### config.mk
export PLATFORM = sky130hd
export DESIGN_NAME = vect_fifo_dist
export DESIGN_NICKNAME = d
export VERILOG_FILES = /design/src/rtl/vect_fifo_dist.sv
export SDC_FILE = /design/constraint.sdc
export NUM_CORES = 1
export LEC_CHECK = 0
export BUFFER_PORTS_ARGS = -buffer_cell sky130_fd_sc_hd__buf_2
export CORE_UTILIZATION = 55
export CTS_BUF_LIST = sky130_fd_sc_hd__clkbuf_4 sky130_fd_sc_hd__clkbuf_8 sky130_fd_sc_hd__clkbuf_16
export CTS_CLUSTER_DIAMETER = 50
export DETAILED_ROUTE_END_ITERATION = 6
export HOLD_SLACK_MARGIN = 0.08
export PLACE_DENSITY = 0.71
export SKIP_CTS_REPAIR_TIMING = 1
export SLEW_MARGIN = 20
export SYNTH_ARGS = -nofsm -noshare
export SYNTH_HDL_FRONTEND = slang
export SYNTH_SLANG_ARGS = --single-unit
### constraint.sdc
create_clock -name clk -period 6.5 [get_ports clk]
set_input_delay 0 -clock clk [delete_from_list [all_inputs] [get_ports clk]]
set_output_delay 0 -clock clk [all_outputs]
set_load 0.005 [all_outputs]
### src/rtl/vect_fifo_dist.sv
// vect_fifo_dist: steers whole vectors round-robin into NUM_PIPES FWFT FIFOs.
// Each stored entry carries an end-of-vector tag next to the data word.
// Optional build macro: VFD_ALMOST_FULL_EN. When it is defined, fifo_full
// asserts with two entries of headroom. Words are dropped only when a FIFO is
// truly at capacity.
module vect_fifo_dist #(
    parameter int NUM_PIPES = 2,
    parameter int DATA_W    = 32,
    parameter int DEPTH     = 16,
    parameter int ADDR_W    = 4
) (
    input  logic                        clk,
    input  logic                        reset,
    input  logic                        fifo_we,
    input  logic [DATA_W-1:0]           write_data,
    input  logic [15:0]                 vect_size,
    output logic [NUM_PIPES-1:0]        fifo_full,
    output logic [NUM_PIPES*DATA_W-1:0] pipe_data,
    output logic [NUM_PIPES-1:0]        pipe_last,
    output logic [NUM_PIPES-1:0]        pipe_valid,
    input  logic [NUM_PIPES-1:0]        pipe_ready,
    output logic                        overflow
);

    localparam int SEL_W = (NUM_PIPES > 1) ? $clog2(NUM_PIPES) : 1;
    localparam logic [ADDR_W:0] CAP_CNT = (ADDR_W+1)'(DEPTH);
`ifdef VFD_ALMOST_FULL_EN
    localparam logic [ADDR_W:0] FULL_CNT = (ADDR_W+1)'(DEPTH - 2);
`else
    localparam logic [ADDR_W:0] FULL_CNT = (ADDR_W+1)'(DEPTH);
`endif

    logic [SEL_W-1:0]     sel;
    logic [15:0]          word_cnt;
    logic                 is_last;
    logic [NUM_PIPES-1:0] at_cap;

    // End-of-vector detection; a zero vector size behaves as a size of one.
    always_comb begin
        is_last = (vect_size == '0) || (word_cnt == vect_size - 16'd1);
    end

    // Routing state: position within the vector, target pipe and sticky drop flag.
    // sel and word_cnt advance even on a dropped word to keep vectors aligned.
    always_ff @(posedge clk) begin
        if (reset) begin
            sel      <= '0;
            word_cnt <= '0;
            overflow <= 1'b0;
        end else if (fifo_we) begin
            if (at_cap[sel]) begin
                overflow <= 1'b1;
            end
            if (is_last) begin
                word_cnt <= '0;
                sel      <= (sel == SEL_W'(NUM_PIPES - 1)) ? '0 : sel + 1'b1;
            end else begin
                word_cnt <= word_cnt + 16'd1;
            end
        end
    end

    for (genvar p = 0; p < NUM_PIPES; p++) begin : g_pipe
        logic [DATA_W:0]   mem [DEPTH];
        logic [ADDR_W-1:0] wr_ptr;
        logic [ADDR_W-1:0] rd_ptr;
        logic [ADDR_W:0]   count;
        logic              push;
        logic              pop;

        // Push only into the selected pipe below capacity; pop on a valid handshake.
        always_comb begin
            push = fifo_we && (sel == SEL_W'(p)) && (count != CAP_CNT);
            pop  = (count != '0) && pipe_ready[p];
        end

        // Pointer and occupancy bookkeeping; simultaneous push and pop holds count.
        always_ff @(posedge clk) begin
            if (reset) begin
                wr_ptr <= '0;
                rd_ptr <= '0;
                count  <= '0;
            end else begin
                if (push) wr_ptr <= wr_ptr + 1'b1;
                if (pop)  rd_ptr <= rd_ptr + 1'b1;
                case ({push, pop})
                    2'b10:   count <= count + 1'b1;
                    2'b01:   count <= count - 1'b1;
                    default: count <= count;
                endcase
            end
        end

        // Storage write of the tagged word; contents are deliberately not reset.
        always_ff @(posedge clk) begin
            if (push) begin
                mem[wr_ptr] <= {is_last, write_data};
            end
        end

        assign at_cap[p]                      = (count == CAP_CNT);
        assign fifo_full[p]                   = (count >= FULL_CNT);
        assign pipe_valid[p]                  = (count != '0);
        assign pipe_data[p*DATA_W +: DATA_W]  = mem[rd_ptr][DATA_W-1:0];
        assign pipe_last[p]                   = (count != '0) && mem[rd_ptr][DATA_W];
    end

endmodule

# ---- Word-level counts from Yosys, hierarchy flattened
# Memory sizes are Yosys's and may differ from the RTL's. A register that Yosys moved wholly into a read port is not among the register bits.
# Index checks and enable logic that the tools add are counted.
dict set report totals {
  input_bits 53
  wordCells 65
  mem_count 2
  output_inout_bits 71
  register_bits 44
  mem_bits_rw 1056
}
# name depth width read_ports rd_clocked_by_memory_dff write_ports line_no
set mem_list {}
lappend mem_list {{g_pipe[0].mem} 16 33 1 1 1 64} ;# logic [DATA_W:0] mem [DEPTH];
lappend mem_list {{g_pipe[1].mem} 16 33 1 1 1 64}
dict set report classes {
  n_eq_ne 9
  add_sub_neg 11
  order_cmp 3
  bitwise_logic 1
  n_mux 14
  n_reduce_logical 16
}
# operator n
set op_table {}
lappend op_table {{$pmux 5 s2} 2}
lappend op_table {{$add 16x1->16 const B} 1}
lappend op_table {{$add 4x1->4 const B} 4}
lappend op_table {{$eq 16x16->1} 1}
lappend op_table {{$logic_not 16->1} 1}
lappend op_table {{$mux 16} 1}
lappend op_table {{$mux 4} 4}
lappend op_table {{$sub 16x1->16 const B} 1}
lappend op_table {{$add 5x1->5 const B} 2}
lappend op_table {{$eq 5x5->1 const B} 2}
lappend op_table {{$ge 5x5->1 const B} 2}
lappend op_table {{$ne 5x5->1 const B} 2}
lappend op_table {{$reduce_bool 5->1} 2}
lappend op_table {{$sub 5x1->5 const B} 2}
lappend op_table {{$logic_and 1x1->1} 8}
lappend op_table {{$mux 1} 7}
lappend op_table {{$eq 2x1->1 const B} 2}
lappend op_table {{$eq 2x2->1 const B} 2}
lappend op_table {{$reduce_and 2->1} 2}
lappend op_table {{$reduce_bool 2->1} 2}
lappend op_table {{$lt 1x2->1 const B} 1}
lappend op_table {{$add 1x1->1 const B} 1}
lappend op_table {{$logic_or 1x1->1} 1}
lappend op_table {{$not 1->1} 1}

# ---- Depth between registers and ports, before layout
# Gate-level depths: netlist of the first run.
dict set report logic_depth {
  ltp_word 5
  ltp_mapped 12
  ltp_nobuf 11
}

# ---- Worst setup path before layout of the first run
# Ideal clock, no wire load.
dict set report synth_path {
  path_type {reg2reg}
  start {reg g_pipe[0].count[0]}
  end {mem g_pipe[0].mem[3][0] in the netlist's numbering (enable)}
  period_less_slack_ns 4.204
  slack_ns 2.296
  setup_time_ns 0.464
  path_stages_with_launch 5
  path_buffers 0
  t_arrival_ns 3.740
  path_cell_list {dfxtp_1 -> nor4_1 -> a211oi_1 -> nand2_1 -> nor3_1}
}
dict set report synth_between {
  elab_chain_cells 4
}
# item line_no
set synth_rtl {}
lappend synth_rtl {{start: declaration} 67} ;# logic [ADDR_W:0] count;
lappend synth_rtl {{start signal: assignment} 87} ;# 2'b10: count <= count + 1'b1;
lappend synth_rtl {{start signal: assignment} 88} ;# 2'b01: count <= count - 1'b1;
lappend synth_rtl {{start signal: assignment} 89} ;# default: count <= count;
lappend synth_rtl {{$ne 5x5->1} 73} ;# push = fifo_we && (sel == SEL_W'(p)) && (count != CAP_CNT);
lappend synth_rtl {{$logic_and 1x1->1} 73}
lappend synth_rtl {{$mux 1} 96} ;# if (push) begin
lappend synth_rtl {{$mux 1 (not written as such)} 97} ;# mem[wr_ptr] <= {is_last, write_data};
lappend synth_rtl {{end: declaration} 64}
# No other way between the ends.

==> results of run 1 <==
-- layout by cell type (no fill, tap or decap), types with 7 or more instances in the layout --
| master | n |
|---|---|
| nand4_1 | 15 |
| bufinv_16 | 16 |
| nand2_1 | 30 |
| mux2i_1 | 9 |
| inv_1 | 14 |
| clkinv_2 | 23 |
| dlygate4sd3_1 | 40 |
| ha_1 | 21 |
| clkbuf_16 | 112 |
| o21ai_0 | 9 |
| clkinv_1 | 21 |
| mux4_2 | 330 |
| buf_2 | 123 |
| edfxtp_1 | 1056 |
| xnor2_1 | 22 |
| nor3_1 | 15 |
| a21oi_1 | 17 |
| clkbuf_4 | 13 |
| nor2_4 | 24 |
| nand3_1 | 11 |
| nor3_2 | 8 |
| nand2b_1 | 7 |
| nor2_1 | 46 |
| dfxtp_1 | 44 |
| buf_4 | 43 |
| xor2_1 | 28 |
-- how the worst min path moves through the flow --
stage                               endpoint          start  slack, ns
5_1_grt             word_cnt[8]$_SDFFE_PP0P_   vect_size[8]       0.13
4_1_cts                overflow$_SDFFE_PP0P_        fifo_we      -0.32
6_report            word_cnt[6]$_SDFFE_PP0P_   vect_size[8]       0.09
3_5_place_dp           overflow$_SDFFE_PP0P_        fifo_we       0.35
3_3_place_gp           overflow$_SDFFE_PP0P_        fifo_we       0.35
2_1_floorplan  g_pipe[0].mem[0][0]$_DFFE_PP_  write_data[0]        0.1
-- metal layers --
metal	vias up	global-route usage	routed length (um)
met4	0	0.0591	1670
met5	-	0	0
met3	125	0.0334	6450
met1	10700	0.340	36800
li1	8315	-	-
met2	858	0.389	46200
-- flip-flops by register name (all words and copies together) (netlist names), named ones only --
name,count
g_pipe.wr_ptr,8
sel,1
g_pipe.count,10
g_pipe.mem,1056
word_cnt,16
g_pipe.rd_ptr,8
overflow,1
-- logic make-up (layout without fill, tap and decap cells) --
kind of cell | after synthesis | after routing | synth area share
flops | 1108 | 1108 | 0.767
simple gates | 184 | 184 | 0.0211
buf+inv | 112 | 430 | 0.0110
mux | 340 | 340 | 0.176
compound gates | 45 | 45 | 0.00750
xor+xnor | 50 | 50 | 0.0103
fa+ha+maj | 23 | 23 | 0.00709
-- power groups by stage --
stage                     Clock, uW  Sequential [uW]  Combinational [uW]
after CTS                      6630             8080                1600
after floorplan                   0             8110                1140
after global placement            0             8230                1570
final                          6550             8020                1650
after global routing           6900             8030                1780
after detailed placement          0             8230                1590
-- critical path: stages, from the launching register on --
cell     delay [ns]
dfxtp_4        0.77
buf_4          0.67
mux4_2         0.42
mux4_2         0.56
and2_1         0.19
buf_2          0.13
-- cell type report --
type | count | area, sq um
timing repair buffer | 210 | 1430
multi-input combinational | 642 | 9740
fill | 4851 | 27400
inverter | 14 | 52.6
sequential | 1108 | 32800
tap | 1030 | 1290
clock buffer | 128 | 2940
clock inverter | 78 | 868
-- per-stage QoR --
stage               area (sq um)  worst slack, ns
floorplan                  42700             2.30
global placement           44800             3.10
detailed placement         44800             2.99
CTS                        48600             2.66
global route               49100             2.97
finish                     49100             3.08
==> results.md, run 1 <==
* Clock power frac at 0.404
* Pre-antenna DRT Iters at 5
* Pwr Total at 16200 uW
* R2R depth at 10
* Kind of critical path: flop to output port
* Largest cells by area after synthesis: edfxtp_1 (74%), mux4_2 (17%), dfxtp_1 (2.4%)
* Mapped Area at 42700 sq um
* CP Capture Type: output port
* Post-DP HPWL at 47900 um
* Row cnt at ~100
* P&R area growth vs syn at 14.9%
* Primary FF master, synth: edfxtp_1
* Max FO, Critical Path at 43
* Via count at 20000
* Switching Fraction at 0.220
* Internal power at 12700 uW
* RSZ-0062 raised after global routing: false
* Number of nets still failing antenna checks after routing at 0
* Maximum clock rate at 0.292 GHz
* CTS Buffer Depth at 3
* R2r setup slk at 3.21 ns
* Final hold violation count at 0
* Seq cells post-synth at ~1100
* Worst hold margin at ~0.093 ns
* Port Buffer Count at 123
* Grt ovf at 0
* Residual DRC at 0
* CP arrival at between 3 and 4 ns
* GP Congestion at 0.811
* Ys Warns at 0
* Worst VDD drop at 0.245 mV
* Worst-Skew Late Latency at 0.66 ns
* Required @ worst endpoint at ~6.5 ns
* Net Switching at 3570 uW
* Netlist cell types at 54
* Diodes inserted at 0
* Worst-path clk slew at 0.06 ns
* Max-slew headroom at 0.386
* Post-synth EDFFs at 1056
* Fin Setup TNS at 0 ns
* H-Tree Level Count at 3
* Worst Setup EP: pipe_last[0]
* Min Tclk post-route at 3.42 ns
* Vias in the first global route at 20700
* CTS sink count at roughly 1100
* Antenna violations before repair at 2
* Register share of total power at 0.494
* Initial Util at 0.559
* Share of post-route cells with drive strength above 1 at 0.338
* Non-filler cells, final at 3210
* IO Pins at approximately 120
* Total CTS buffers at about 110
* Die Span Y at 281 um
* RR Startpoint: g_pipe[1].count[0]$_SDFFE_PP0P_
* Synthesized Nets at just under 2000
* Die width at 281 um
* Top post-synthesis cells by count: edfxtp_1 (1056), mux4_2 (330), nor2_1 (70)
* Syn_area_per_cell at 22.9 sq um
* PwrDens at 330 nW/um^2
* Placed Cells at around 3000
* Pin count of the biggest net entering global routing at 86
* Core Box Area at 76500 sq um
* Worst-margin pin slew at 0.920 ns
* DRT Wirelength at 91100 um
* Final Skew at 0.0174 ns
* Fin util at 0.642
* Die ar. at 78800 sq um
* Synth top area share at 0.742
* Vias/cell at just over 6
* Status: complete, no violations
* First-pass GRT wire length at between 100000 and 150000 um
* Leakage at between 0.015 and 0.02 uW
* Post-Synthesis Cells at roughly 1900
* Top-count cell post-synth: edfxtp_1
* Post-synth top area cell: edfxtp_1
* DR WL/cell at about 28 um
* Overall routing resource usage at 0.237
* Worst Hold Depth at 5
* Nets@finish at between 2000 and 2500
* Sequential area share after synthesis at 0.767
* Initial DRC Count at around 2100
* CTS root buffer: clkbuf_16
* Crit path launch type: flop
* Finish-stage setup viols at 0
* CTS tree: done
* Fin. max-slew vios at 0
* Min-delay worst type: primary input to flop
* Reg-to-Reg End: g_pipe[1].count[4]$_SDFFE_PP0P_
* MaxCap Viol Count at 0
* Fin crit share at 0.526
* Logic pwr share at 0.102
* Asr flop ratio synth at 0
Note: power is estimated with default switching activity, not from simulation.
==> run 2: changes to the inputs <==
==> constraint.sdc (replaced) <==
create_clock -name clk -period 3.5 [get_ports clk]
set_input_delay 0 -clock clk [delete_from_list [all_inputs] [get_ports clk]]
set_output_delay 0 -clock clk [all_outputs]
set_load 0.005 [all_outputs]
==> results.md, run 2 (synthesis results as in run 1) <==
* Status: complete, no violations
* Slack of the critical path at approximately 0.29 ns
* Port Buffer Count at 123
* Largest register FFs at around 1100
* Most used cell, CP: dlygate4sd3_1
* Worst-path clk slew at 0.06 ns
* Finish-stage setup viols at 0
* Placed Cells at 2987
* P&R area growth vs syn at 15.5%
* Initial DRC Count at roughly 1800
* Switching Fraction at 0.223
* CP max-delay cell: dlygate4sd3_1
* Antenna violations before repair at 2
* DRT Wirelength at between 90000 and 100000 um
* Initial Util at 0.559
* Overall routing resource usage at 0.237
* Required @ worst endpoint at 4.05 ns
* Most frequent cells in the layout: edfxtp_1 (1056), mux4_2 (330), buf_2 (123)
* Clock power frac at 0.394
* Row cnt at slightly above 100
* Pre-antenna DRT Iters at 5
* Min Tclk post-route at between 3 and 4 ns
* # fillers at 4888
* Crit path buf inv count at 6
* Commonest non-fill, non-tap cell in the layout: edfxtp_1
* First-pass GRT wire length at 135000 um
* Final hold violation count at 0
* DR WL/cell at 28.2 um
* Core Box Area at around 76000 sq um
* Nets@finish at 2189
* PwrDens at between 600 and 700 nW/um^2
* Setup WS pre-CTS at around 0.41 ns
* Final Skew at 0.0216 ns
* CP arrival at around 3.8 ns
* CTS root buffer: clkbuf_16
* Internal power at 23100 uW
* Largest registers: g_pipe.mem: 1056 flops, word_cnt: 16 flops, g_pipe.count: 10 flops
* Worst-margin pin slew at 0.933 ns
* Fin Setup TNS at 0 ns
* CP Capture Type: flop
* Pwr Total at about 30000 uW
* Maximum clock rate at between 0.3 and 0.4 GHz
* Number of nets still failing antenna checks after routing at 0
* CP Cell Sequence: dlygate4sd3_1, buf_2, nor4b_1, dlygate4sd3_1, nand4_1, dlygate4sd3_1, o2111ai_1, dlygate4sd3_1, a21oi_1, dlygate4sd3_1
* Via count at about 20000
* Logic pwr share at 0.105
* Kind of critical path: primary input to flop
* CTS Buffer Depth at 3
* Max FO, Critical Path at 2
* Biggest register: g_pipe.mem
* RSZ-0062 raised after global routing: false
* Vias/cell at 6.18
* CTS tree: done
* Pin count of the biggest net entering global routing at 56
* Fin util at 0.646
* Max-slew headroom at 0.378
* Share of post-route cells with drive strength above 1 at 0.344
* Fin. max-slew vios at 0
* MaxCap Viol Count at 0
* Grt ovf at 0
* Min-delay worst type: primary input to flop
* Total CTS buffers at 109
* IO Pins at 124
* Crit path launch type: primary input
* Fin crit share at 0.918
* Register share of total power at 0.501
* Slowest stage delay, CP at 0.65 ns
* Vias in the first global route at ~21000
* Leakage at 0.0154 uW
* GP Congestion at 0.868
* H-Tree Level Count at 3
* CTS sink count at 1108
* Net Switching at 6610 uW
* Critical path's top delay family: buffers and inverters
* Residual DRC at 0
* Worst VDD drop at 0.693 mV
* Die Span Y at 281 um
* Die ar. at 78800 sq um
* Non-filler cells, final at 3235
* Post-DP HPWL at 51900 um
* Worst-Skew Late Latency at between 0.6 and 0.7 ns
* Die width at 281 um
## run 2: cell types whose count changed in the layout (fill, tap and decap cells not counted), sizes merged, moves of 3 or more
| cell | delta |
|---|---|
| buf | +23 |
| bufinv | -5 |
| clkinvlp | +3 |
| dlygate4sd3 | +5 |
## run 2: tightest hold or removal path, cell delays in order
cell and delay (ns):
buf_2 0.10, nor4_2 0.07, nand2_1 0.05, or4_1 0.15, o31ai_4 0.10, nor3_1 0.19
## run 2: metrics by stage
step | area [sq um] | hold slack [ns]
finish | 49400 | 0.0509
global route | 49300 | 0.0972
CTS | 48900 | -0.305
detailed placement | 45200 | 0.388
global placement | 45200 | 0.380
floorplan | 42700 | 0.0989
## run 2: routing by layer
metal  part of all wire  GRT usage  up-vias  wire, um
met5            0.00014          0        -        13
met4              0.028     0.0800        2      2520
met3              0.062     0.0392      151      5690
met2               0.52      0.397      787     47100
met1               0.39      0.321    10700     35800
li1                   -          -     8366         -
## run 2: final timing paths
path                                                        from                              end  slack [ns]  cells after the start
worst max-delay path                               vect_size[15]         word_cnt[0]$_SDFFE_PP0P_        0.29                     10
worst min-delay path                               vect_size[11]        word_cnt[11]$_SDFFE_PP0P_        0.05                      6
worst max register to register   g_pipe[1].count[0]$_SDFFE_PP0P_  g_pipe[1].count[4]$_SDFFE_PP0P_        0.39                     10
worst min register to register  g_pipe[0].rd_ptr[3]$_SDFFE_PP0P_                             flop        0.53                      2
## run 2: final cells by class
cell class	count	area, sq um	share of cell area
multi-input combinational	642	9760	0.198
antenna	1	2.50	0.0000507
sequential	1108	32800	0.664
clock inverter	75	753	0.0153
clock buffer	127	2900	0.0587
timing repair buffer	238	1830	0.0371
tap	1030	1290	0.0261
inverter	14	52.6	0.00106
## run 2: power by group through the flow
stage                     clock [uW]  sequential [uW]  combinational, uW
final                          11700            14900               3120
after global routing           12300            14900               3360
after CTS                      11900            14900               3160
after detailed placement           0            15200               3140
after global placement             0            15100               3070
after floorplan                    0            15100               2110
==> run 3: changes to the inputs <==
--- a/config.mk
+++ b/config.mk
@@ -6,12 +6,12 @@
 export NUM_CORES = 1
 export LEC_CHECK = 0
 export BUFFER_PORTS_ARGS = -buffer_cell sky130_fd_sc_hd__buf_2
-export CORE_UTILIZATION = 55
-export CTS_BUF_LIST = sky130_fd_sc_hd__clkbuf_4 sky130_fd_sc_hd__clkbuf_8 sky130_fd_sc_hd__clkbuf_16
+export CORE_UTILIZATION = 45
+export CTS_BUF_LIST = sky130_fd_sc_hd__clkbuf_8
 export CTS_CLUSTER_DIAMETER = 50
 export DETAILED_ROUTE_END_ITERATION = 6
 export HOLD_SLACK_MARGIN = 0.08
-export PLACE_DENSITY = 0.71
+export PLACE_DENSITY = 0.62
 export SKIP_CTS_REPAIR_TIMING = 1
 export SLEW_MARGIN = 20
 export SYNTH_ARGS = -nofsm -noshare
==> constraint.sdc (replaced) <==
create_clock -name clk -period 2.85 [get_ports clk]
set_input_delay 0 -clock clk [delete_from_list [all_inputs] [get_ports clk]]
set_output_delay 0 -clock clk [all_outputs]
set_load 0.005 [all_outputs]
==> results.md, run 3 (synthesis results as in run 1) <==
* Fin. max-slew vios at 0
* CTS root buffer: clkbuf_8
* PwrDens at between 600 and 700 nW/um^2
* Share of post-route cells with drive strength above 1 at 0.363
* CTS tree: done
* Initial Util at 0.456
* Leakage at 0.0161 uW
* Setup WS pre-CTS at 0.0120 ns
* Nets@finish at 2332
* GP Congestion at 0.823
* Non-filler cells, final at 3631
* Final hold violation count at 0
* Min Tclk post-route at between 2 and 3 ns
* Pwr Total at roughly 35000 uW
* R2R depth at 10
* First-pass GRT wire length at between 100000 and 150000 um
* Via count at approximately 21000
* Biggest register: g_pipe.mem
* Required @ worst endpoint at 2.85 ns
* Commonest non-fill, non-tap cell in the layout: edfxtp_1
* Status: finished, violations left
* CTS sink count at between 1000 and 1500
* H-Tree Level Count at 4
* # fillers at 7074
* IO Pins at ~120
* RSZ-0062 raised after global routing: true
* Failing checks: setup timing
* Slack of the critical path at -0.0263 ns
* Fin area at 50700 sq um
* Overall routing resource usage at 0.199
* Vias in the first global route at 21300
* CP arrival at between 2 and 3 ns
* Worst hold margin at around 0.083 ns
* Pre-antenna DRT Iters at 5
* Worst Hold Depth at 7
* MaxCap Viol Count at 0
* Number of nets still failing antenna checks after routing at 0
* Pin count of the biggest net entering global routing at 50
* Largest register FFs at 1056
* CP Capture Type: output port
* CTS Buffer Depth at 3
* Fin crit share at 1.01
* Kind of critical path: flop to output port
* Placed Area at ~46000 sq um
* Finish-stage setup viols at 8
* Post-DP HPWL at 50300 um
* Die Span Y at 310 um
* Total CTS buffers at 173
* Worst-Skew Late Latency at 0.84 ns
* Crit path launch type: flop
* Final Skew at 0.0518 ns
* Max FO, Critical Path at 14
* Port Buffer Count at approximately 120
* P&R area growth vs syn at 18.7%
* Antenna violations before repair at 3
* DRT Wirelength at 96400 um
* Residual DRC at 0
* Most frequent cells in the layout: edfxtp_1 (1056), mux4_2 (330), clkbuf_8 (181)
* Min-delay worst type: primary input to flop
* Placed Cells at 3218
* Vias/cell at 5.69
* Die ar. at 96200 sq um
* Grt ovf at 0
* Initial DRC Count at 1836
* Max-slew headroom at 0.397
* Largest registers: g_pipe.mem: 1056 flops, word_cnt: 16 flops, g_pipe.count: 10 flops
* Maximum clock rate at ~0.35 GHz
* DR WL/cell at 26.6 um
* Worst-path clk slew at 0.07 ns
* Core Box Area at 93700 sq um
* Worst-margin pin slew at 0.905 ns
* Die width at ~310 um
* Worst VDD drop at between 0.4 and 0.5 mV
* Row cnt at roughly 110
## run 3: report_power, final
part	leakage (uW)	switching [uW]	total (uW)	internal, uW
combinational	0.00428	2140	4750	2600
sequential	0.00999	160	18200	18100
clock	0.00182	6010	12300	6260
## run 3: layout make-up
cell class	instances	area (sq um)	area share
clock inverter	114	656	0.0129
antenna	1	2.50	0.0000493
clock buffer	181	2490	0.0491
timing repair buffer	317	3360	0.0663
inverter	14	52.6	0.00104
multi-input combinational	642	9810	0.193
sequential	1108	32800	0.646
tap	1254	1570	0.0309
## run 3: routing by layer
metal  routed length (um)  part of all wire  vias up  track usage
met5                    0                 0        -            0
met2                48200              0.50      725        0.322
met1                40900              0.42    11100        0.281
li1                     -                 -     8693            -
met4                 1460             0.015        0       0.0519
met3                 5860             0.061      116       0.0372
## run 3: path summary, 6_finish.rpt
kind                                         from                               to  slack [ns]
hold / removal                       vect_size[6]         word_cnt[6]$_SDFFE_PP0P_        0.08
setup reg to reg  g_pipe[1].count[1]$_SDFFE_PP0P_  g_pipe[1].count[4]$_SDFFE_PP0P_        0.11
setup / recovery                             flop                     pipe_last[1]       -0.03
hold reg to reg             overflow$_SDFFE_PP0P_            overflow$_SDFFE_PP0P_        0.49
## run 3: worst max-delay path, stage by stage, from the launching register on
cell and delay, ns:
dfxtp_4 0.45, buf_12 0.19, mux4_2 0.56, mux4_2 0.53
and2_4 0.18, buf_2 0.12
## run 3: metrics by stage
| step | TNS, ns | util |
|---|---|---|
| after floorplan | -51.69 | - |
| after global placement | 0 | 0.490 |
| after detailed placement | 0 | 0.490 |
| after CTS | -14.88 | 0.524 |
| after global routing | -4.70 | 0.541 |
| final | -0.0974 | 0.541 |
